--- config.mk ---
export PLATFORM = sky130hd
export DESIGN_NAME = btn_debounce
export DESIGN_NICKNAME = d
export VERILOG_FILES = /design/src/rtl/btn_debounce.sv
export SDC_FILE = /design/constraint.sdc
export NUM_CORES = 1
export LEC_CHECK = 0
export ABC_AREA = 1
export ABC_CLOCK_PERIOD_IN_PS = 1300
export BUFFER_PORTS_ARGS = -buffer_cell sky130_fd_sc_hd__buf_4
export CAP_MARGIN = 40
export CORE_MARGIN = 2
export CORE_UTILIZATION = 51
export DETAILED_ROUTE_END_ITERATION = 8
export PLACE_DENSITY_LB_ADDON = 0.2
export SKIP_LAST_GASP = 1
export SLEW_MARGIN = 20
export SYNTH_ARGS = -nofsm -noshare
export SYNTH_HDL_FRONTEND = slang
export SYNTH_SLANG_ARGS = --single-unit
--- constraint.sdc ---
create_clock -name clk -period 1.3 [get_ports clk]
set_clock_uncertainty 0.15 [all_clocks]
set_input_delay 0.065 -clock clk [delete_from_list [all_inputs] [get_ports clk]]
set_output_delay 0.065 -clock clk [all_outputs]
set_load 0.02 [all_outputs]
--- src/rtl/btn_debounce.sv ---
// -----------------------------------------------------------------------------
// btn_debounce
//
// Input conditioning for a single-bit asynchronous level input such as a
// push-button or switch. The raw input is brought into the clk domain through
// a two-flop synchroniser. Contact bounce is then filtered by requiring
// STABLE_CYCLES consecutive synchronised samples that disagree with the
// current output before the output is allowed to change. The result is a
// clean registered level plus single-cycle rise/fall strobes.
//
// Parameters:
//   STABLE_CYCLES  consecutive disagreeing samples needed to change btn_out
//                  (legal range 1 .. 2**CNT_WIDTH)
//   CNT_WIDTH      width of the debounce counter
//
// Ports:
//   clk         sole clock, all state updates on its rising edge
//   rst         synchronous, active-high reset
//   btn_in      raw asynchronous input, may bounce
//   btn_out     debounced level (registered)
//   rise_pulse  one-cycle strobe coinciding with btn_out first reading 1
//   fall_pulse  one-cycle strobe coinciding with btn_out first reading 0
// -----------------------------------------------------------------------------
module btn_debounce #(
   parameter int STABLE_CYCLES = 4,
   parameter int CNT_WIDTH     = 16
) (
   input  logic clk,
   input  logic rst,
   input  logic btn_in,
   output logic btn_out,
   output logic rise_pulse,
   output logic fall_pulse
);

   // The counter reaches this value on the last disagreeing sample still
   // needed; the next disagreeing sample commits the new level.
   localparam logic [CNT_WIDTH-1:0] CNT_LAST = CNT_WIDTH'(STABLE_CYCLES - 1);

   // LOW_* states hold btn_out = 0, HIGH_* states hold btn_out = 1. The
   // *_TO_* states mean a change is being qualified.
   typedef enum logic [1:0] {
      LOW_STABLE,
      LOW_TO_HIGH,
      HIGH_STABLE,
      HIGH_TO_LOW
   } state_t;

   state_t               state;
   logic                 s1;
   logic                 s2;
   logic [CNT_WIDTH-1:0] cnt;

   // NOTE: every register here is written with <= so that all flops sample
   // the values from before the edge; with = the synchroniser would collapse
   // into a single flop and s2 would see btn_in one cycle early.
   always_ff @(posedge clk) begin
      if (rst) begin
         s1         <= 1'b0;
         s2         <= 1'b0;
         cnt        <= '0;
         state      <= LOW_STABLE;
         btn_out    <= 1'b0;
         rise_pulse <= 1'b0;
         fall_pulse <= 1'b0;
      end else begin
         s1 <= btn_in;
         s2 <= s1;

         // Strobes default low so each one lasts exactly one cycle.
         rise_pulse <= 1'b0;
         fall_pulse <= 1'b0;

         case (state)
            LOW_STABLE, LOW_TO_HIGH: begin
               if (!s2) begin
                  // Agreement with the output: any partial count is a bounce.
                  cnt   <= '0;
                  state <= LOW_STABLE;
               end else if (cnt == CNT_LAST) begin
                  cnt        <= '0;
                  state      <= HIGH_STABLE;
                  btn_out    <= 1'b1;
                  rise_pulse <= 1'b1;
               end else begin
                  cnt   <= cnt + 1'b1;
                  state <= LOW_TO_HIGH;
               end
            end

            default: begin  // HIGH_STABLE, HIGH_TO_LOW
               if (s2) begin
                  cnt   <= '0;
                  state <= HIGH_STABLE;
               end else if (cnt == CNT_LAST) begin
                  cnt        <= '0;
                  state      <= LOW_STABLE;
                  btn_out    <= 1'b0;
                  fall_pulse <= 1'b1;
               end else begin
                  cnt   <= cnt + 1'b1;
                  state <= HIGH_TO_LOW;
               end
            end
         endcase
      end
   end

endmodule

### Word level (Yosys, flattened, before mapping)

Cells that the tools add are included.

| word-level totals | value |
|---|---|
| bits in registers | 23 |
| latch bits | 0 |
| bits in writable memories | 0 |
| bits in read-only memories | 0 |
| input port bits | 3 |
| output and inout port bits | 3 |
| word-level logic and storage cells | 36 |
| memories kept | 0 |

| operators by class | value |
|---|---|
| $add $sub $neg | 1 |
| multiply operators | 0 |
| div/mod/pow operators | 0 |
| order comparisons | 0 |
| eq/ne operators | 5 |
| shift operators | 0 |
| multiplexer cells | 15 |
| bitwise logic cells | 2 |
| reduce and logical (&&, ||, !) cells | 6 |

Operators by type and width:

| operator | number |
|---|---|
| two-way mux 16 bit | 4 |
| adder 16 x 1 -> 16 bit, second input constant | 1 |
| == test 16 x 2 -> 1 bit, second input constant | 1 |
| two-way mux 2 bit | 5 |
| two-way mux 1 bit | 6 |
| inequality test 2 bit, second input constant | 2 |
| AND reduction 4 bit | 1 |
| OR reduction 4 bit | 1 |
| OR reduction 3 bit | 1 |
| == test 2 x 1 -> 1 bit, second input constant | 1 |
| zero test 2 bit | 1 |
| inequality test 2 x 1 -> 1 bit, second input constant | 1 |
| inverter 1 bit | 2 |
| nonzero test 2 bit | 1 |
| OR reduction 2 bit | 1 |

### Logic depth before layout (Yosys ltp)

| depth | value |
|---|---|
| depth after elaboration | 4 |
| mapped depth | 9 |
| gate-level depth less buffers | 9 |

### Worst setup path before layout

Ideal clock, no wire load.

| timing path | value |
|---|---|
| kind | reg-to-reg |
| start | reg cnt[0] |
| end | reg btn_out |
| library setup time | 0.122 ns |
| data arrival time | 1.082 ns |
| required time | 1.028 ns |
| slack | -0.055 ns |
| cell stages (with the launch flop) | 9 |
| path buffers | 0 |
| clock period less this slack | 1.355 ns |
| path through | dfxtp_1 ha_1 inv_1 nor2_1 nand2_1 nor2_2 nand2_1 nor2_1 o21ai_0 |

| on the way | value |
|---|---|
| longest elaborated chain between the ends | 3 |
| elaborated cells on any way between the ends | 4 |
| classes of those cells | eq/ne: 2; reduce/logical: 2 |

Ends and longest elaborated chain:

| element | RTL line | RTL |
|---|---|---|
| start, declared | 52 | `logic [CNT_WIDTH-1:0] cnt;` |
| start signal, assigned | 86 | `cnt <= cnt + 1'b1;` |
| start signal, assigned | 101 | `cnt <= cnt + 1'b1;` |
| == test 16 x 2 -> 1 bit (*) | 80, 95 |  |
| inequality test 2 bit (no line) / nonzero test 2 bit (equally long branches) | n/a |  |
| AND reduction 4 bit (no line) (*) | n/a |  |
| end signal, assigned | 63 | `btn_out <= 1'b0;` |
| end signal, assigned | 83 | `btn_out <= 1'b1;` |
| end signal, assigned | 98 | `btn_out <= 1'b0;` |
| end, declared | 31 | `output logic btn_out,` |

Mark *: on every way between the ends. The rest lies on a longest branch, timed or not.
A chain may end at the register's enable or synchronous reset.

### Worst setup path after layout

| timing path | value |
|---|---|
| start | reg cnt[10] |
| end | reg cnt[9] |

| on the way | value |
|---|---|
| longest elaborated chain between the ends | 4 |
| elaborated cells on any way between the ends | 5 |
| classes of those cells | eq/ne: 1; mux: 4 |

Ends and longest elaborated chain:

| element | RTL line | RTL |
|---|---|---|
| == test 16 x 2 -> 1 bit (*) | 80, 95 |  |
| two-way mux 16 bit (*) | 80, 95 |  |
| two-way mux 16 bit, on equally long branches | 92, 76 |  |
| two-way mux 16 bit (*) | 74 | `case (state)` |

Marked as above.

==> impl_metrics.toml <==
[outcome]
status = "complete, but fails checks"
violations = "setup timing"

[logic_synthesis]
ys_warn_count = 0
synth-simple-area-share_pct = 37.1
synth_mux_area_share_pct = 0
synth_xor_area_share_pct = 4.28
yosysSeqAreaShare_pct = 43.1
syn-mean-instance-area_um2 = 6.68
synth_fa_ha_area_share_pct = 1.22
synth_common_cells = "40 x nand2_1, 40 x nor2_1, 22 x dfxtp_1, 21 x inv_1, 5 x nand3_1"
synth_area_leaders = "dfxtp_1 43%, nand2_1 15%, nor2_1 15%"
synthArstFlopShare_pct = 0
synth_cell_types = 18
synthFlopType = "dfxtp_1"
synth_top_family_by_area = "simple AND/OR/NAND/NOR gates"
synthCells = 153
synthesis.nets = 157
ys_ff_latch = 22
netlist_area_um2 = 1020
synth_edf_count = 0
synth.largest_area_cell = "dfxtp_1"
synth_compound_area_share_pct = 6.00
synth_top_area_share_pct = 43.1

[cells_and_area]
fin_util_pct = 72.0
multi_input_area_um2 = 572
fillers = 158
regArea_um2 = 445
n_antenna_cell = 0
final-instance-count-excl-fill = 206
fin_nets = 184
drive_above_1_share_pct = 27.9
postLayoutCellArea_um2 = 1380
area_growth_syn_to_layout_pct = 35.4

[grt]
track_usage_pct = 18.9
grt_pass1_wl_um = 3490
grt_pass1_vias = 870
grt.overflow.total = 0
grt_antenna_before_repair = 0
grt_max_degree = 14

[placement]
routabilityCongestion = 0.803
placedCellCount = 196
numPortBuffers = 5
place_area_um2 = 1200
place_hpwl_um = 1480

[drt]
dr.pass1.iters = 4
wl_per_cell_um = 10.4
num_vias = 953
first_iter_violations = 27
vias_per_cell = 4.63
ant_nets = 0
drc = 0
totalWireLength_um = 2130

[sta]
setup_slack_ns = -0.157
layout_min_cycle_time_ns = 1.46
slew_violations = 0
rsz0062_at_grt = "true"
worstMarginPinSlew_ns = 0.334
max_freq_mhz = 686
final-setup-viol-count = 19
final.period_utilization_pct = 112
hold_viol = 0
slew_headroom_pct = 77.7

[min_path]
min_from = "s1$_SDFF_PP0_"
hp-class = "flop to flop"

[die]
initial_utilization_pct = 53.2
dieWidth_um = 48.8
pin_count = 6
die-area_um2 = 2380
rows = 16
core_um2 = 1920
dieHeight_um = 48.8

[flow_run]
maxCapViolCount = 0

[setup_path]
slowest_delay_ns = 0.38
setup.worst_path.end_class = "flop"
critPathLaunch = "cnt[10]$_SDFF_PP0_"
worstPathRequired_ns = 1.36
worstPathArrival_ns = 1.52
path_class = "flop to flop"
crit_fanout = 7
cp_cell_sequence = "nor2_1 -> nand2_1 -> nor2_2 -> a21oi_4 -> buf_12 -> inv_4 -> nor2_1"
critPathLaunchType = "flop"
crit_path_frequent_cell = "nor2_1"
r2r_start = "cnt[10]$_SDFF_PP0_"
cp_slowest_cell = "dfxtp_1"

[clock_tree]
numCtsBuffers = 3
cts-root-buf = "clkbuf_4"
clkSlewWorstSetupHoldPaths_ns = 0.13
clock_latency_ns = 0.31
htreeDepth = 1
clockBufferDepth = 2
cts_tree = "built"
clkSinkCount = 22

[power]
power_density_nw_per_um2 = 897
p_leak_nw = 0.526
max-vdd-ir-drop_mv = 0.837
kinds of logic (layout without fill, tap and decap cells):
kind of cell,after synthesis,after routing
and+or+nand+nor,94,94
DFF,22,22
buffers and inverters,22,48
AOI/OAI and AO/OA,9,9
xor gates and xnor gates,5,5
adders and majority gates,1,1
per-layer routing:
metal | global-route usage (%) | routed length [µm] | vias up
met5 | 0 | 0 | -
met4 | 4.29 | 28 | 0
met3 | 6.44 | 86 | 4
met2 | 33.8 | 1100 | 15
met1 | 21.7 | 918 | 418
li1 | - | - | 516
where the power goes:
part	internal (mW)	leakage, nW	switching, mW	total (mW)
sequential	0.678	0.180	0.00238	0.680
clock	0.312	0.0279	0.214	0.526
combinational	0.0171	0.318	0.0174	0.0345
state kept, by name (all words and copies together) (netlist names):
register    count
btn_out         1
rise_pulse      1
s1              1
fall_pulse      1
state           1
s2              1
cnt            16
placed cells by master, fill, tap and decap left out, types with 2 or more instances in the layout:
cell           netlist  final
nand2_1             40     35
nor2_1              40     34
inv_1               21     20
dfxtp_1             22     18
buf_4                0     17
nor2_2               4      6
nand2_2              1      5
nor2_4               0      4
nand3_1              5      4
xor2_1               4      4
dfxtp_2              0      4
o21ai_0              3      3
clkbuf_4             0      3
o21ai_1              2      2
o21bai_1             2      2
nand4_1              2      2
dlygate4sd3_1        0      2
buf_12               0      2
through the flow:
stage               hold slack (ns)  total power [mW]  worst slack, ns  TNS (ns)
global route                  0.299              1.28           -0.257     -3.90
finish                        0.290              1.24           -0.157     -2.44
detailed placement            0.123             0.719           -0.133     -1.78
CTS                           0.295              1.25           -0.157     -2.16
global placement              0.111             0.717          -0.0998     -1.27
floorplan                   -0.0138             0.708         -0.00142  -0.00142
path summary, 6_finish.rpt:
kind / endpoint / slack (ns) / cells past startpoint
max: cnt[9]$_SDFF_PP0_ / -0.16 / 7
min: s2$_SDFF_PP0_ / 0.29 / 2
max reg2reg: cnt[9]$_SDFF_PP0_ / -0.16 / 7
min reg2reg: s2$_SDFF_PP0_ / 0.29 / 2
area by class of cell:
cell class	instances	area share, %
multi-input cells	109	41.3
flip-flops and latches	22	32.2
repair buffers	21	13.6
inverters	22	6.15
well taps	27	2.44
clock inverters	1	2.17
clock buffers	3	1.63
repair inverters	1	0.542
worst max-delay path: cells and delay by family, from the launching register on:
kind | cells | cell delay, ns
compound gates | 1 | 0.13
buf+inv | 2 | 0.22
flops | 1 | 0.38
simple gates | 4 | 0.48
repair_timing:
item                                    4_1_cts  5_1_grt
endpoints found under the hold margin         6        0
cloned                                        0        1
endpoints found under the setup margin       19       20
pin swaps                                     3        2
setup buffers                                 0        3
hold buffers                                  2        0
gates resized for setup                       2       16
No activity file was read; power rests on OpenSTA's default activity.
